==> src/rtl/sdram_pkg.sv <==
// Shared SDRAM controller definitions: arbiter state encoding, address field
// widths and the SDRAM command encodings used by the init/refresh/write/read blocks.
package sdram_pkg;

  localparam int unsigned BANK_W       = 2;
  localparam int unsigned ROW_W        = 13;
  localparam int unsigned COL_W        = 9;
  localparam int unsigned SDRAM_ADDR_W = BANK_W + ROW_W + COL_W;

  typedef enum logic [1:0] {
    ARB_INIT = 2'd0,
    ARB_IDLE = 2'd1,
    ARB_AREF = 2'd2,
    ARB_XFER = 2'd3
  } arb_state_t;

  // Command bus ordering is {cs_n, ras_n, cas_n, we_n}
  localparam logic [3:0] CMD_NOP       = 4'b0111;
  localparam logic [3:0] CMD_ACTIVE    = 4'b0011;
  localparam logic [3:0] CMD_READ      = 4'b0101;
  localparam logic [3:0] CMD_WRITE     = 4'b0100;
  localparam logic [3:0] CMD_BSTOP     = 4'b0110;
  localparam logic [3:0] CMD_PRECHARGE = 4'b0010;
  localparam logic [3:0] CMD_AREF      = 4'b0001;
  localparam logic [3:0] CMD_MREG_SET  = 4'b0000;

endpackage

==> src/rtl/rr_pick.sv <==
// Combinational round-robin priority encoder: first set request scanning
// upward from ptr+1 (modulo N).
module rr_pick #(
  parameter int unsigned N     = 4,
  parameter int unsigned IDX_W = 2
) (
  input  logic [N-1:0]     req,
  input  logic [IDX_W-1:0] ptr,
  output logic [N-1:0]     sel_oh_c,
  output logic [IDX_W-1:0] sel_idx_c,
  output logic             any_c
);

  int               pos;
  logic [IDX_W-1:0] idx;

  // Scan from the lowest priority up so the highest-priority hit is written last
  always_comb begin
    sel_oh_c  = '0;
    sel_idx_c = '0;
    any_c     = |req;
    pos       = 0;
    idx       = '0;
    for (int k = int'(N); k >= 1; k--) begin
      pos = (int'(ptr) + k) % int'(N);
      idx = IDX_W'(pos);
      if (req[idx]) begin
        sel_idx_c = idx;
      end
    end
    sel_oh_c[sel_idx_c] = any_c;
  end

endmodule

==> src/rtl/sdram_mport_arbit.sv <==
// N-port front-end arbiter for the SDRAM controller: round-robin grant of user
// bursts to the single command engine, with auto-refresh taking priority.
module sdram_mport_arbit
  import sdram_pkg::*;
#(
  parameter int unsigned NUM_PORTS = 4,
  parameter int unsigned ADDR_W    = SDRAM_ADDR_W,
  parameter int unsigned BURST_W   = 10,
  parameter int unsigned MAX_BURST = 512
) (
  input  logic                           clk,
  input  logic                           rst_n,
  input  logic                           init_end,
  input  logic                           aref_req,
  input  logic                           aref_end,
  output logic                           aref_en,
  input  logic [NUM_PORTS-1:0]           port_req,
  input  logic [NUM_PORTS-1:0]           port_we,
  input  logic [NUM_PORTS*ADDR_W-1:0]    port_addr,
  input  logic [NUM_PORTS*BURST_W-1:0]   port_burst_len,
  output logic [NUM_PORTS-1:0]           port_gnt,
  output logic [NUM_PORTS-1:0]           port_done,
  output logic                           cmd_valid,
  output logic                           cmd_we,
  output logic [ADDR_W-1:0]              cmd_addr,
  output logic [BURST_W-1:0]             cmd_burst_len,
  input  logic                           cmd_end
);

  localparam int unsigned IDX_W = (NUM_PORTS > 1) ? $clog2(NUM_PORTS) : 1;

  arb_state_t           state_q, state_nxt;
  logic [IDX_W-1:0]     rr_ptr_q, rr_ptr_nxt;
  logic [IDX_W-1:0]     sel_q, sel_nxt;

  logic                 aref_en_nxt;
  logic [NUM_PORTS-1:0] gnt_nxt, done_nxt;
  logic                 valid_nxt, we_nxt;
  logic [ADDR_W-1:0]    addr_nxt;
  logic [BURST_W-1:0]   len_nxt;

  logic [NUM_PORTS-1:0] pick_oh_c;
  logic [IDX_W-1:0]     pick_idx_c;
  logic                 pick_any_c;

  logic [ADDR_W-1:0]    addr_arr [NUM_PORTS];
  logic [BURST_W-1:0]   len_arr  [NUM_PORTS];
  logic [BURST_W-1:0]   len_raw_c, len_clamp_c;

  rr_pick #(
    .N     (NUM_PORTS),
    .IDX_W (IDX_W)
  ) u_rr_pick (
    .req       (port_req),
    .ptr       (rr_ptr_q),
    .sel_oh_c  (pick_oh_c),
    .sel_idx_c (pick_idx_c),
    .any_c     (pick_any_c)
  );

  // Unpack the flat per-port buses
  always_comb begin
    for (int i = 0; i < int'(NUM_PORTS); i++) begin
      addr_arr[i] = port_addr[i*ADDR_W +: ADDR_W];
      len_arr[i]  = port_burst_len[i*BURST_W +: BURST_W];
    end
  end

  // Zero-length bursts become 1; anything beyond one page is cut to a page
  always_comb begin
    len_raw_c   = len_arr[pick_idx_c];
    len_clamp_c = len_raw_c;
    if (len_raw_c == '0) begin
      len_clamp_c = BURST_W'(1);
    end else if (len_raw_c > BURST_W'(MAX_BURST)) begin
      len_clamp_c = BURST_W'(MAX_BURST);
    end
  end

  always_comb begin
    state_nxt   = state_q;
    rr_ptr_nxt  = rr_ptr_q;
    sel_nxt     = sel_q;
    aref_en_nxt = 1'b0;
    gnt_nxt     = '0;
    done_nxt    = '0;
    valid_nxt   = 1'b0;
    we_nxt      = cmd_we;
    addr_nxt    = cmd_addr;
    len_nxt     = cmd_burst_len;
    unique case (state_q)
      ARB_INIT: begin
        if (init_end) state_nxt = ARB_IDLE;
      end
      ARB_IDLE: begin
        if (aref_req) begin
          state_nxt   = ARB_AREF;
          aref_en_nxt = 1'b1;
        end else if (pick_any_c) begin
          state_nxt = ARB_XFER;
          sel_nxt   = pick_idx_c;
          gnt_nxt   = pick_oh_c;
          valid_nxt = 1'b1;
          we_nxt    = port_we[pick_idx_c];
          addr_nxt  = addr_arr[pick_idx_c];
          len_nxt   = len_clamp_c;
        end
      end
      ARB_AREF: begin
        if (aref_end) state_nxt = ARB_IDLE;
        else          aref_en_nxt = 1'b1;
      end
      ARB_XFER: begin
        // Bursts are never preempted; refresh waits for the engine to finish
        if (cmd_end) begin
          state_nxt  = ARB_IDLE;
          done_nxt   = port_gnt;
          rr_ptr_nxt = sel_q;
        end else begin
          gnt_nxt = port_gnt;
        end
      end
      default: state_nxt = ARB_INIT;
    endcase
  end

  always_ff @(posedge clk or negedge rst_n) begin
    if (!rst_n) begin
      state_q       <= ARB_INIT;
      rr_ptr_q      <= IDX_W'(NUM_PORTS - 1);
      sel_q         <= '0;
      aref_en       <= 1'b0;
      port_gnt      <= '0;
      port_done     <= '0;
      cmd_valid     <= 1'b0;
      cmd_we        <= 1'b0;
      cmd_addr      <= '0;
      cmd_burst_len <= '0;
    end else begin
      state_q       <= state_nxt;
      rr_ptr_q      <= rr_ptr_nxt;
      sel_q         <= sel_nxt;
      aref_en       <= aref_en_nxt;
      port_gnt      <= gnt_nxt;
      port_done     <= done_nxt;
      cmd_valid     <= valid_nxt;
      cmd_we        <= we_nxt;
      cmd_addr      <= addr_nxt;
      cmd_burst_len <= len_nxt;
    end
  end

endmodule

==> config.mk <==
export PLATFORM = sky130hd
export DESIGN_NAME = sdram_mport_arbit
export DESIGN_NICKNAME = d
export VERILOG_FILES = /design/src/rtl/sdram_pkg.sv /design/src/rtl/rr_pick.sv /design/src/rtl/sdram_mport_arbit.sv
export SDC_FILE = /design/constraint.sdc
export NUM_CORES = 1
export LEC_CHECK = 0
export ABC_CLOCK_PERIOD_IN_PS = 2690
export CAP_MARGIN = 20
export CORE_ASPECT_RATIO = 0.75
export CORE_MARGIN = 2
export CORE_UTILIZATION = 34
export DETAILED_ROUTE_END_ITERATION = 7
export PLACE_DENSITY_LB_ADDON = 0.2
export SYNTH_ARGS = -nofsm -noshare
export SYNTH_HDL_FRONTEND = slang
export SYNTH_HIERARCHICAL = 1
export SYNTH_SLANG_ARGS = --single-unit
==> constraint.sdc <==
create_clock -name clk -period 2.69 [get_ports clk]
set_clock_uncertainty 0.2 [all_clocks]
set_input_delay 0.269 -clock clk [delete_from_list [all_inputs] [get_ports clk]]
set_output_delay 0.269 -clock clk [all_outputs]
set_load 0.1 [all_outputs]
Word-level counts from Yosys, hierarchy flattened
Index checks and enable logic that the tools add are counted.
{"block": "word_totals", "rom_bits": 0, "ramBits": 0, "latchBits": 0, "out_inout_bits": 45, "regBits": 51, "inputBits": 150, "word_cells": 81, "memories": 0}
{"block": "classes", "muxes": 42, "bitwise_logic": 3, "n_reduce_logical": 7, "multipliers": 0, "n_addsub": 4, "shift": 0, "n_eq_ne": 7, "n_lt_le_gt_ge": 8, "n_div": 0}
{"operator": "$bmux W24 S2", "n": 1}
{"operator": "$mux W24", "n": 2}
{"operator": "$mux W10", "n": 4}
{"operator": "$bmux W10 S2", "n": 1}
{"operator": "$mux W4", "n": 5}
{"operator": "$mux W2", "n": 9}
{"operator": "$lt A2 B3 Y1 const B", "n": 5}
{"operator": "$mux W1", "n": 11}
{"operator": "$bmux W1 S2", "n": 5}
{"operator": "$gt A10 B10 Y1 const B", "n": 1}
{"operator": "$logic_not A10 Y1", "n": 1}
{"operator": "$pmux W2 S4", "n": 1}
{"operator": "$pmux W4 S2", "n": 1}
{"operator": "$ne A2 B2 Y1 const B", "n": 3}
{"operator": "$add A2 B1 Y2 const B", "n": 2}
{"operator": "$add A2 B2 Y2 const B", "n": 2}
{"operator": "$and A4 B4 Y4", "n": 1}
{"operator": "$eq A2 B2 Y1 const B", "n": 2}
{"operator": "$reduce_and A4 Y1", "n": 1}
{"operator": "$reduce_or A4 Y1", "n": 1}
{"operator": "$ge A3 B3 Y1 const B", "n": 1}
{"operator": "$ne A3 B3 Y1 const B", "n": 1}
{"operator": "$not A2 Y3", "n": 1}
{"operator": "$reduce_and A3 Y1", "n": 1}
{"operator": "other kinds (8)", "n": 8}

Longest topological paths before layout
Gate-level depths: netlist (run 1).
{"block": "logic_depth", "depth_word": 15, "mapped_depth": 10, "mapped_depth_nobuf": 7}

Hierarchy
The synthesis (run 1) kept the hierarchy.
{"module": "sdram_mport_arbit", "area_each_um2": 2865.2, "n_inst": 1, "cells_each": 257, "seq_area_each_um2": 1278.7}
{"module": "rr_pick", "area_each_um2": 219.0, "n_inst": 1, "cells_each": 33, "seq_area_each_um2": 0.0}

Worst setup path before layout (run 1)
OpenSTA, ideal clock, no wires.
{"block": "synth_path", "kind": "register to register", "start": "register rr_ptr_q[0]", "end": "register cmd_addr[0]", "t_arrival_ns": 2.225, "setup_ns": 0.120, "stages_incl_launch_ff": 11, "synth_period_minus_slack_ns": 2.545, "required_time_ns": 2.370, "n_path_buf": 4, "setup_slack_ns": 0.145, "path_cell_list": "dfstp_2 -> buf_6 -> nand2b_4 -> a22o_1 -> a221oi_2 -> buf_2 -> buf_4 -> clkbuf_1 -> mux4_2 -> nand2_1 -> nand2_1"}
{"block": "synth_between", "elab_chain_len": 11, "elab_cells_between_ends": 20, "classes_between": "add/sub (4); mux (15); bitwise (1)"}
{"item": "start, declared", "line_no": "sdram_mport_arbit.sv:33", "text": "logic [IDX_W-1:0] rr_ptr_q, rr_ptr_nxt;"}
{"item": "start signal, assigned", "line_no": "sdram_mport_arbit.sv:130", "text": "rr_ptr_q <= IDX_W'(NUM_PORTS - 1);"}
{"item": "start signal, assigned", "line_no": "sdram_mport_arbit.sv:141", "text": "rr_ptr_q <= rr_ptr_nxt;"}
{"item": "$add A2 B1 Y2", "line_no": "rr_pick.sv:25", "text": "pos = (int'(ptr) + k) % int'(N);"}
{"item": "$bmux W1 S2", "line_no": "rr_pick.sv:27", "text": "if (req[idx]) begin"}
{"item": "$mux W1 (not written as such)", "line_no": "rr_pick.sv:27"}
{"item": "$mux W2 (3 in series)", "line_no": "rr_pick.sv:27"}
{"item": "$mux W2 *", "line_no": "rr_pick.sv:27"}
{"item": "via pick_idx_c[1]", "line_no": "sdram_mport_arbit.sv:43", "text": "logic [IDX_W-1:0] pick_idx_c;"}
{"item": "$not A2 Y3 (not written as such) *", "line_no": "sdram_mport_arbit.sv:105", "text": "addr_nxt = addr_arr[pick_idx_c];"}
{"item": "$bmux W24 S2 *", "line_no": "sdram_mport_arbit.sv:105"}
{"item": "$mux W24 (not written as such) * (2 in series)", "line_no": "sdram_mport_arbit.sv:105"}
{"item": "end signal, assigned", "line_no": "sdram_mport_arbit.sv:148", "text": "cmd_addr <= addr_nxt;"}
{"item": "end, declared", "line_no": "sdram_mport_arbit.sv:25", "text": "output logic [ADDR_W-1:0] cmd_addr,"}
Mark *: on every way through the listed nets, which the timed path passes. The rest lies on a longest branch. The select of a mux whose other input is x is not followed.
A chain may end at the register's enable or synchronous reset.

Worst setup path after layout (run 1)
{"block": "layout_path", "start": "register rr_ptr_q[1]", "end": "register cmd_burst_len[0]"}
{"block": "layout_between", "elab_chain_len": 14, "elab_cells_between_ends": 24, "classes_between": "add/sub (4); order compare (1); mux (17); bitwise (1); reduce/logical (1)"}
{"item": "$add A2 B1 Y2", "line_no": "rr_pick.sv:25"}
{"item": "$bmux W1 S2", "line_no": "rr_pick.sv:27"}
{"item": "$mux W1 (not written as such)", "line_no": "rr_pick.sv:27"}
{"item": "$mux W2 (3 in series)", "line_no": "rr_pick.sv:27"}
{"item": "$mux W2 *", "line_no": "rr_pick.sv:27"}
{"item": "via pick_idx_c[0]", "line_no": "sdram_mport_arbit.sv:43"}
{"item": "$not A2 Y3 (not written as such) *", "line_no": "sdram_mport_arbit.sv:71", "text": "len_raw_c = len_arr[pick_idx_c];"}
{"item": "$bmux W10 S2 *", "line_no": "sdram_mport_arbit.sv:71"}
{"item": "$mux W10 (not written as such) * (2 in series)", "line_no": "sdram_mport_arbit.sv:71"}
{"item": "$gt A10 B10 Y1", "line_no": "sdram_mport_arbit.sv:75", "text": "end else if (len_raw_c > BURST_W'(MAX_BURST)) begin"}
{"item": "$mux W10", "line_no": "sdram_mport_arbit.sv:75"}
{"item": "$mux W10 *", "line_no": "sdram_mport_arbit.sv:73", "text": "if (len_raw_c == '0) begin"}
{"item": "end signal, assigned", "line_no": "sdram_mport_arbit.sv:149", "text": "cmd_burst_len <= len_nxt;"}
{"item": "end, declared", "line_no": "sdram_mport_arbit.sv:26", "text": "output logic [BURST_W-1:0] cmd_burst_len,"}
Marks and branches as above.

==> results.txt, run 1 <==
For this run, the top clock speed supported by timing is 390 MHz. The netlist uses 35 different library cells. Clock tree synthesis inserted a total of 5 buffers. Combinational family with the most area after synthesis: multiplexers. The antenna violation net count after detailed routing was 0; the total number of yosys warnings was 6. TritonCTS built the clock tree.

The critical path runs through a total of 8 cells. Across the run, the number of max-cap violations was 0. The number of global-route vias before repair is 2,967, and the netlist area before placement is 0.00308 mm2. The deepest level of the CTS H-tree was 2; the count of final hold-check violations was 0. In this run the static leakage power is 2.44 nW. The count of buffers added on input and output ports is 194. Counting the fill cells in the layout gives 746. On the critical path, the stage with the largest delay is an instance of mux4_1. The logs give 4 for the total iterations of the first detailed-routing run and 0.13 ns for the setup slack of the most critical reg-to-reg path. The critical path buffer and inverter count was 1. The most frequent standard cell in the layout excluding fill and tap cells was clkdlybuf4s50_1. The detailed-route vias per instance is 4.81. The simple-gate share of the synthesized area came out at 18.8%. Entering global routing, the biggest net connects 38 pins.

The xor and xnor fraction of the mapped netlist area is 0%, and the register clock-pin slew on the reported worst setup and hold paths is 0.06 ns. The path class of the lowest-slack min-delay path is reg -> reg. The post-detailed-route wirelength per cell came out at 14.9 um. Along the worst hold path, the cell count comes to 2.

Dividing total power by cell area gives a power density of 1130 mW/mm2. The worst setup path is captured at a flop. The floorplan step defined a die boundary enclosing 0.00986 mm2. The cell count of the worst reg-to-reg path was 8; the number of cell rows was 30. At the pin with the least slew margin, the transition time is 0.537 ns. The horizontal die dimension was 114 um.

The flow ran to the end, and the final reports show no timing, DRC or antenna violations. The cell count after synthesis came out at 290. The net count of the finished layout is 651.

Once detailed placement completed, the half-perimeter wirelength came to 7510 um. The run gives 444 as the post-synthesis net count. For this run, the slowest stage of the critical path takes 0.58 ns.

Pin placement for this block handled 195 I/O pins. In this run the worst path has a maximum fanout of 5. The synthesized-area fraction occupied by adder cells is 1.62%, and the share of the clock period used by the worst path is 95.3%.

The worst setup path is of the reg -> reg kind. Global routing used 18.4% of the available tracks across all layers. The logs give 2.57 ns for the data arrival time of the critical path and 2 for the worst-case clock buffer depth. The later pin in the worst-skew pair is clocked with a latency of 0.28 ns. The multiplexer fraction of the synthesized cell area is 27.4%. The cell sitting at the root of the clock tree is a clkbuf_16.

The initial core utilization came out at 34.5%. For the proportion of synthesized chip area in sequential cells, the log shows 41.5%. The die is 86.5 um tall. The floorplan step defined a core boundary enclosing 0.00893 mm2. The via count was 2,934; the routability congestion estimate from global placement was 0.790.

For the clock sink count, the log shows 51. STA classifies the critical path startpoint as a flop. The cell type group with the largest total delay on the critical path was compound AO/OA/AOI/OAI gates. The first global-routing pass estimated 14,400 um of wire. After the first detailed-routing iteration, the DRC count stood at 129. The top cell types in the final layout, fill and taps aside, are clkdlybuf4s50_1, nand2_1, buf_4.

Number of endpoints failing setup at the final stage: 0. The shortest period the worst path allows is 2.56 ns. The design draws 6.08 mW. Cells with a size suffix above 1 make up 24.3% of the layout. The number of pins exceeding their max-slew limit in the final report is 0, and the number of antenna violations at the first check in global routing is 0. The critical path's most frequent cell is a21oi_1.

In this run, synthesis produced a sequential element count of 51. Walking the worst path, the cells encountered are nand2b_1, a21oi_1, o221ai_4, buf_4, mux4_1, nor4_2, a21oi_1, o21ai_1. Measured against its own limit, the worst slew margin works out to 64.2%. A synthesized cell averages 10.6 um2.

Relative to the synthesized area, the layout overhead comes to 74.3%. The area fraction in compound gates after synthesis was 6.53%; the largest voltage drop on the vdd net was 483 uV. The overall routed net length is 9070 um, and the residual overflow from global routing is 0. After detailed routing, the number of remaining DRC violations is 0. The logs give 60.2% for the final core utilization and 0 for the number of diodes.

For the required time of the critical path, the log shows 2.70 ns.
[repair_timing]
| item | CTS | global route |
|---|---|---|
| hold endpoints to repair | 19 | 0 |
| buffers inserted | 0 | 3 |
| resized for setup | 0 | 8 |
| endpoints found under the setup margin | 0 | 3 |
| hold buffers | 1 | 0 |
[flip-flops by register name, indices dropped and copies added, names as in the netlist]
| register | cells |
|---|---|
| cmd_addr | 24 |
| cmd_burst_len | 10 |
| port_done | 4 |
| port_gnt | 4 |
| rr_ptr_q | 2 |
| sel_q | 2 |
| state_q | 2 |
| aref_en | 1 |
| cmd_valid | 1 |
| cmd_we | 1 |
[cell families (layout without fill, tap and decap cells)]
logic type | after synthesis | in the layout
AND/OR/NAND/NOR | 140 | 140
flip-flops | 51 | 51
multiplexers | 40 | 40
AO/OA/AOI/OAI | 31 | 31
buffers and inverters | 24 | 232
adder cells (fa/ha/maj) | 4 | 4
[per-layer routing]
layer,vias to the layer above,GRT usage (%),wire length (um)
met5,-,0,0
met4,0,3.33,87
met3,6,5.10,793
met2,119,31.8,4480
met1,1379,23.4,3700
li1,1430,-,-
[where the power goes]
group	switching, mW	internal (mW)
Sequential	0.190	1.08
Combinational	2.82	1.33
Clock	0.255	0.396
Total	3.27	2.81
[final timing paths]
check | start | to
max reg2reg | rr_ptr_q[1] | cmd_burst_len[0]
max in group asynchronous | rst_n | cmd_addr[23]
max | rr_ptr_q[1] | cmd_burst_len[0]
min reg2reg | cmd_addr[23] | cmd_addr[23]
min | cmd_addr[23] | cmd_addr[23]
min in group asynchronous | rst_n | cmd_addr[12]
[worst min-delay path, delay by kind of cell, from the launching register on]
kind / cells / cell delay [ns]
simple gates: 2 / 0.11
flops: 1 / 0.34
[synthesized netlist by cell type (all sizes together)]
cell type / instances / share of area (%)
clkbuf: 8 / 0.97
a21oi: 4 / 0.65
a221oi: 2 / 0.77
nor4: 2 / 0.41
a21o: 2 / 0.49
nor2b: 4 / 0.81
mux2i: 3 / 0.97
and3: 4 / 0.81
mux4: 34 / 25
o21ai: 14 / 2.3
o22a: 1 / 0.28
mux2: 3 / 1.1
nand2b: 8 / 1.9
a21boi: 1 / 0.24
dfrtp: 49 / 40
o21a: 2 / 0.49
nand2: 114 / 14
inv: 5 / 0.61
nand3: 2 / 0.32
nor2: 6 / 0.73
a22oi: 1 / 0.24
dfstp: 2 / 1.7
a22o: 1 / 0.28
o221ai: 1 / 0.28
ha: 4 / 1.6
o211a: 1 / 0.32
o22ai: 1 / 0.20
buf: 11 / 2.6
[area by class of cell]
cell class              instances  area [um2]  share of cell area, %
inverters                       5        18.8                  0.349
clock buffers                   8         156                   2.91
repair buffers                219        2060                   38.3
well taps                     112         140                   2.61
multi-input cells             215        1720                   32.0
flip-flops and latches         51        1280                   23.8
[stage by stage]
stage               hold WS [ns]  instances  TNS, ns  instance area (um2)  setup WS (ns)
detailed placement        0.0897        598    -3.55                 5170         -0.224
global route               0.300        610  -0.0260                 5380        -0.0260
CTS                        0.282        607        0                 5330         0.0801
finish                     0.278        610        0                 5380          0.127
global placement          0.0775        598    -1.35                 5170         -0.133
floorplan                 -0.227        290        0                 3080          0.145
(Power assumes the default switching activity.)
==> run 2, diff against run 1 <==
--- a/config.mk
+++ b/config.mk
@@ -7,9 +7,11 @@
 export LEC_CHECK = 0
 export ABC_CLOCK_PERIOD_IN_PS = 2690
 export CAP_MARGIN = 20
+export CELL_PAD_IN_SITES_DETAIL_PLACEMENT = 2
+export CELL_PAD_IN_SITES_GLOBAL_PLACEMENT = 2
 export CORE_ASPECT_RATIO = 0.75
 export CORE_MARGIN = 2
-export CORE_UTILIZATION = 34
+export CORE_UTILIZATION = 19
 export DETAILED_ROUTE_END_ITERATION = 7
 export PLACE_DENSITY_LB_ADDON = 0.2
 export SYNTH_ARGS = -nofsm -noshare
==> results.txt, run 2 (same netlist as run 1, synthesis figures left out) <==
The number of global-route vias before repair was 3,574. On the critical path, the stage with the largest delay is an instance of dfstp_2. Largest register by flop count: cmd_addr. The number of buffers and inverters on the critical path is 2. The number of antenna violations at the first check in global routing came out at 0.

In this run the remaining antenna-violating nets after routing total 0. The peak per-stage delay on the critical path came out at 0.57 ns. Combinational logic is responsible for 68.8% of the overall power. The later pin in the worst-skew pair is clocked with a latency of 0.29 ns.

Number of nets in the final layout: 651. In the layout the commonest cells are clkdlybuf4s50_1, nand2_1, buf_4. The count of unresolved DRC violations after routing was 0.

The die is 114 um tall. After the first detailed-routing iteration, the DRC count stood at 55. The region available for standard cell placement spans 0.0160 mm2. The tools report the max-capacitance violation count as 0. In the final timing run, aggregate negative setup slack is 0 ns. The part of the total power dissipated in the clock network was 10.6%; the headroom to the max-slew limit was 53.8%. Setup violations remaining at the end of the flow were counted as 0.

Routability-driven placement finished with a final weighted congestion of 0.726. STA puts the critical path data required time at 2.71 ns. The critical path start-end classification is reg -> reg. The worst setup path is launched from a flop. The number of pins exceeding their max-slew limit in the final report came out at 0. Data arrives at the worst endpoint at 2.58 ns. The die is 151 um wide.

During I/O placement, the number of pins put on the boundary was 195. Input and output buffers added on the ports amount to 194. The placed cell area is 0.00531 mm2. The logs give 0 for the number of diodes and 40 for the number of cell rows. Before CTS, the worst setup slack after placement is -0.326 ns.

The shortest period the worst path allows came out at 2.57 ns. Traced cell by cell, the critical path runs through nand2b_4, a21oi_2, o221ai_4, buf_12, buf_4, mux4_2, nor4_4, a21oi_1, o21ai_1. The post-placement cell count is 698.

Entering global routing, the biggest net connects 52 pins. The tools report the count of final hold-check violations as 0. Tracing the worst setup path back leads to its startpoint at rr_ptr_q[1]. The detailed-route vias per instance was 4.33; the final non-filler cell total was 708.

Overall power consumption after layout is estimated at 6.21 mW. Among cell families on the critical path, the largest total delay comes from flip-flops. Summed over all layers, the global routing overflow is 0.

The pre-antenna-repair detailed-routing pass consisted of 3 iterations. The sequential cell fraction of total power came out at 20.6%. In the final layout, the multi-input gates occupy 0.00175 mm2. The tools report the cell-internal power as 2.82 mW.

TritonCTS built the clock tree. Dividing the detail-routed wire length by the instance count gives 16.6 um. The buffer type at the clock tree root is clkbuf_16. Summed over all cells, the static leakage comes to 2.46 nW. The number of buffers created by CTS was 5; the relative area change from synthesis to final layout was 79.5%. The register with the most flip-flops in the layout has 24 of them. The proportion of total power due to net switching is 54.6%, and the final setup slack of the worst path is 0.124 ns. The tools report the detailed placement HPWL as 9840 um. The share of final-layout standard cells stronger than drive strength 1 is 24.7%. The most frequent standard cell in the layout excluding fill and tap cells was clkdlybuf4s50_1. The first-pass GRT wire length was 18,800 um; the initial core utilization was 19.3%. The clock sink count is 51, and the largest voltage drop on the vdd net is 287 uV. The run gives 3.39 mW as the total net switching power. Dividing total power by cell area gives a power density of 1120 mW/mm2. The filler cells instantiated in the layout total 1,724. The die covers 0.0173 mm2.

For the fmax, the log shows 390 MHz. The flow ran to the end, and the final reports show no timing, DRC or antenna violations. The min-delay analysis places its worst path in the category reg -> reg. The slew at the pin closest to its max-slew limit was 0.693 ns. The logs give 13.8% for the overall track demand over capacity in global routing and 3,066 for the via count. The overall routed net length is 11,800 um, and the worst-case clock buffer depth is 2. The startpoint identified for the worst hold timing path is cmd_addr[6]. The largest registers in the layout are cmd_addr: 24 flops, cmd_burst_len: 10 flops. For the sequential standard cell area, the log shows 0.00128 mm2. After clock tree synthesis, the clock-pin slew on the worst setup and hold paths is 0.07 ns. In this run the critical register-to-register path is launched from rr_ptr_q[1]. Setup repair after global routing left no endpoint under its margin.

The worst setup path is captured at a flop. CTS built an H-tree with a depth of 2. For the cell area after layout, the log shows 0.00554 mm2.

In the finished design, the share of the clock period the worst path needs comes to 95.4%. Along the worst path, the maximum fanout reaches 6.
## run 2: final timing paths
check                              endpoint  slack [ns]  cells past startpoint
max                        cmd_burst_len[0]        0.12                      9
min                             cmd_addr[6]        0.27                      2
max reg2reg                cmd_burst_len[0]        0.12                      9
min reg2reg                     cmd_addr[6]        0.27                      2
max in group asynchronous  cmd_burst_len[6]        1.38                      3
min in group asynchronous      cmd_addr[10]        0.45                      3
## run 2: worst min-delay path, delay by kind of cell, from the launching register on
kind,cells,cell delay [ns]
simple gates,2,0.10
flops,1,0.34
## run 2: through the flow
step	util, %	hold WS, ns
after floorplan	-	-0.227
after global placement	33.2	0.251
after detailed placement	33.2	0.251
after CTS	34.4	0.285
after global routing	34.7	0.290
final	34.7	0.275
## run 2: per-layer routing
| layer | vias up | GRT usage (%) | wire length, um |
|---|---|---|---|
| li1 | 1434 | - | - |
| met1 | 1508 | 17.4 | 5000 |
| met2 | 117 | 23.8 | 5690 |
| met3 | 7 | 4.26 | 977 |
| met4 | 0 | 2.43 | 93 |
| met5 | - | 0 | 0 |
## run 2: timing repair
action | in CTS | in global routing
hold endpoints to repair | 49 | 0
endpoints found under the setup margin | 1 | 10
hold buffers | 1 | 0
resized for setup | 1 | 10
pin swaps | 1 | 5
buffers inserted | 1 | 0
## run 2: power by group through the flow
stage / Combinational, mW / Sequential, mW / Clock, mW
CTS: 4.31 / 1.29 / 0.700
detailed placement: 4.27 / 1.30 / 0
global placement: 4.21 / 1.28 / 0
global route: 4.54 / 1.33 / 0.728
finish: 4.27 / 1.28 / 0.658
floorplan: 1.24 / 3.09 / 0
## run 2: area by class of cell
type                    instances  area share [%]
clock buffers                   6            2.51
clock inverters                 2           0.294
inverters                       5           0.339
multi-input cells             215            31.6
flip-flops and latches         51            23.1
well taps                     210            4.75
repair buffers                219            37.4
==> run 3, diff against run 2 <==
--- a/config.mk
+++ b/config.mk
@@ -12,7 +12,9 @@
 export CORE_ASPECT_RATIO = 0.75
 export CORE_MARGIN = 2
 export CORE_UTILIZATION = 19
+export CTS_CLUSTER_DIAMETER = 50
 export DETAILED_ROUTE_END_ITERATION = 7
+export HOLD_SLACK_MARGIN = 0.06
 export PLACE_DENSITY_LB_ADDON = 0.2
 export SYNTH_ARGS = -nofsm -noshare
 export SYNTH_HDL_FRONTEND = slang
==> results of run 3 <==
No change in the layout: final DEF, timing and power equal those of run 2.
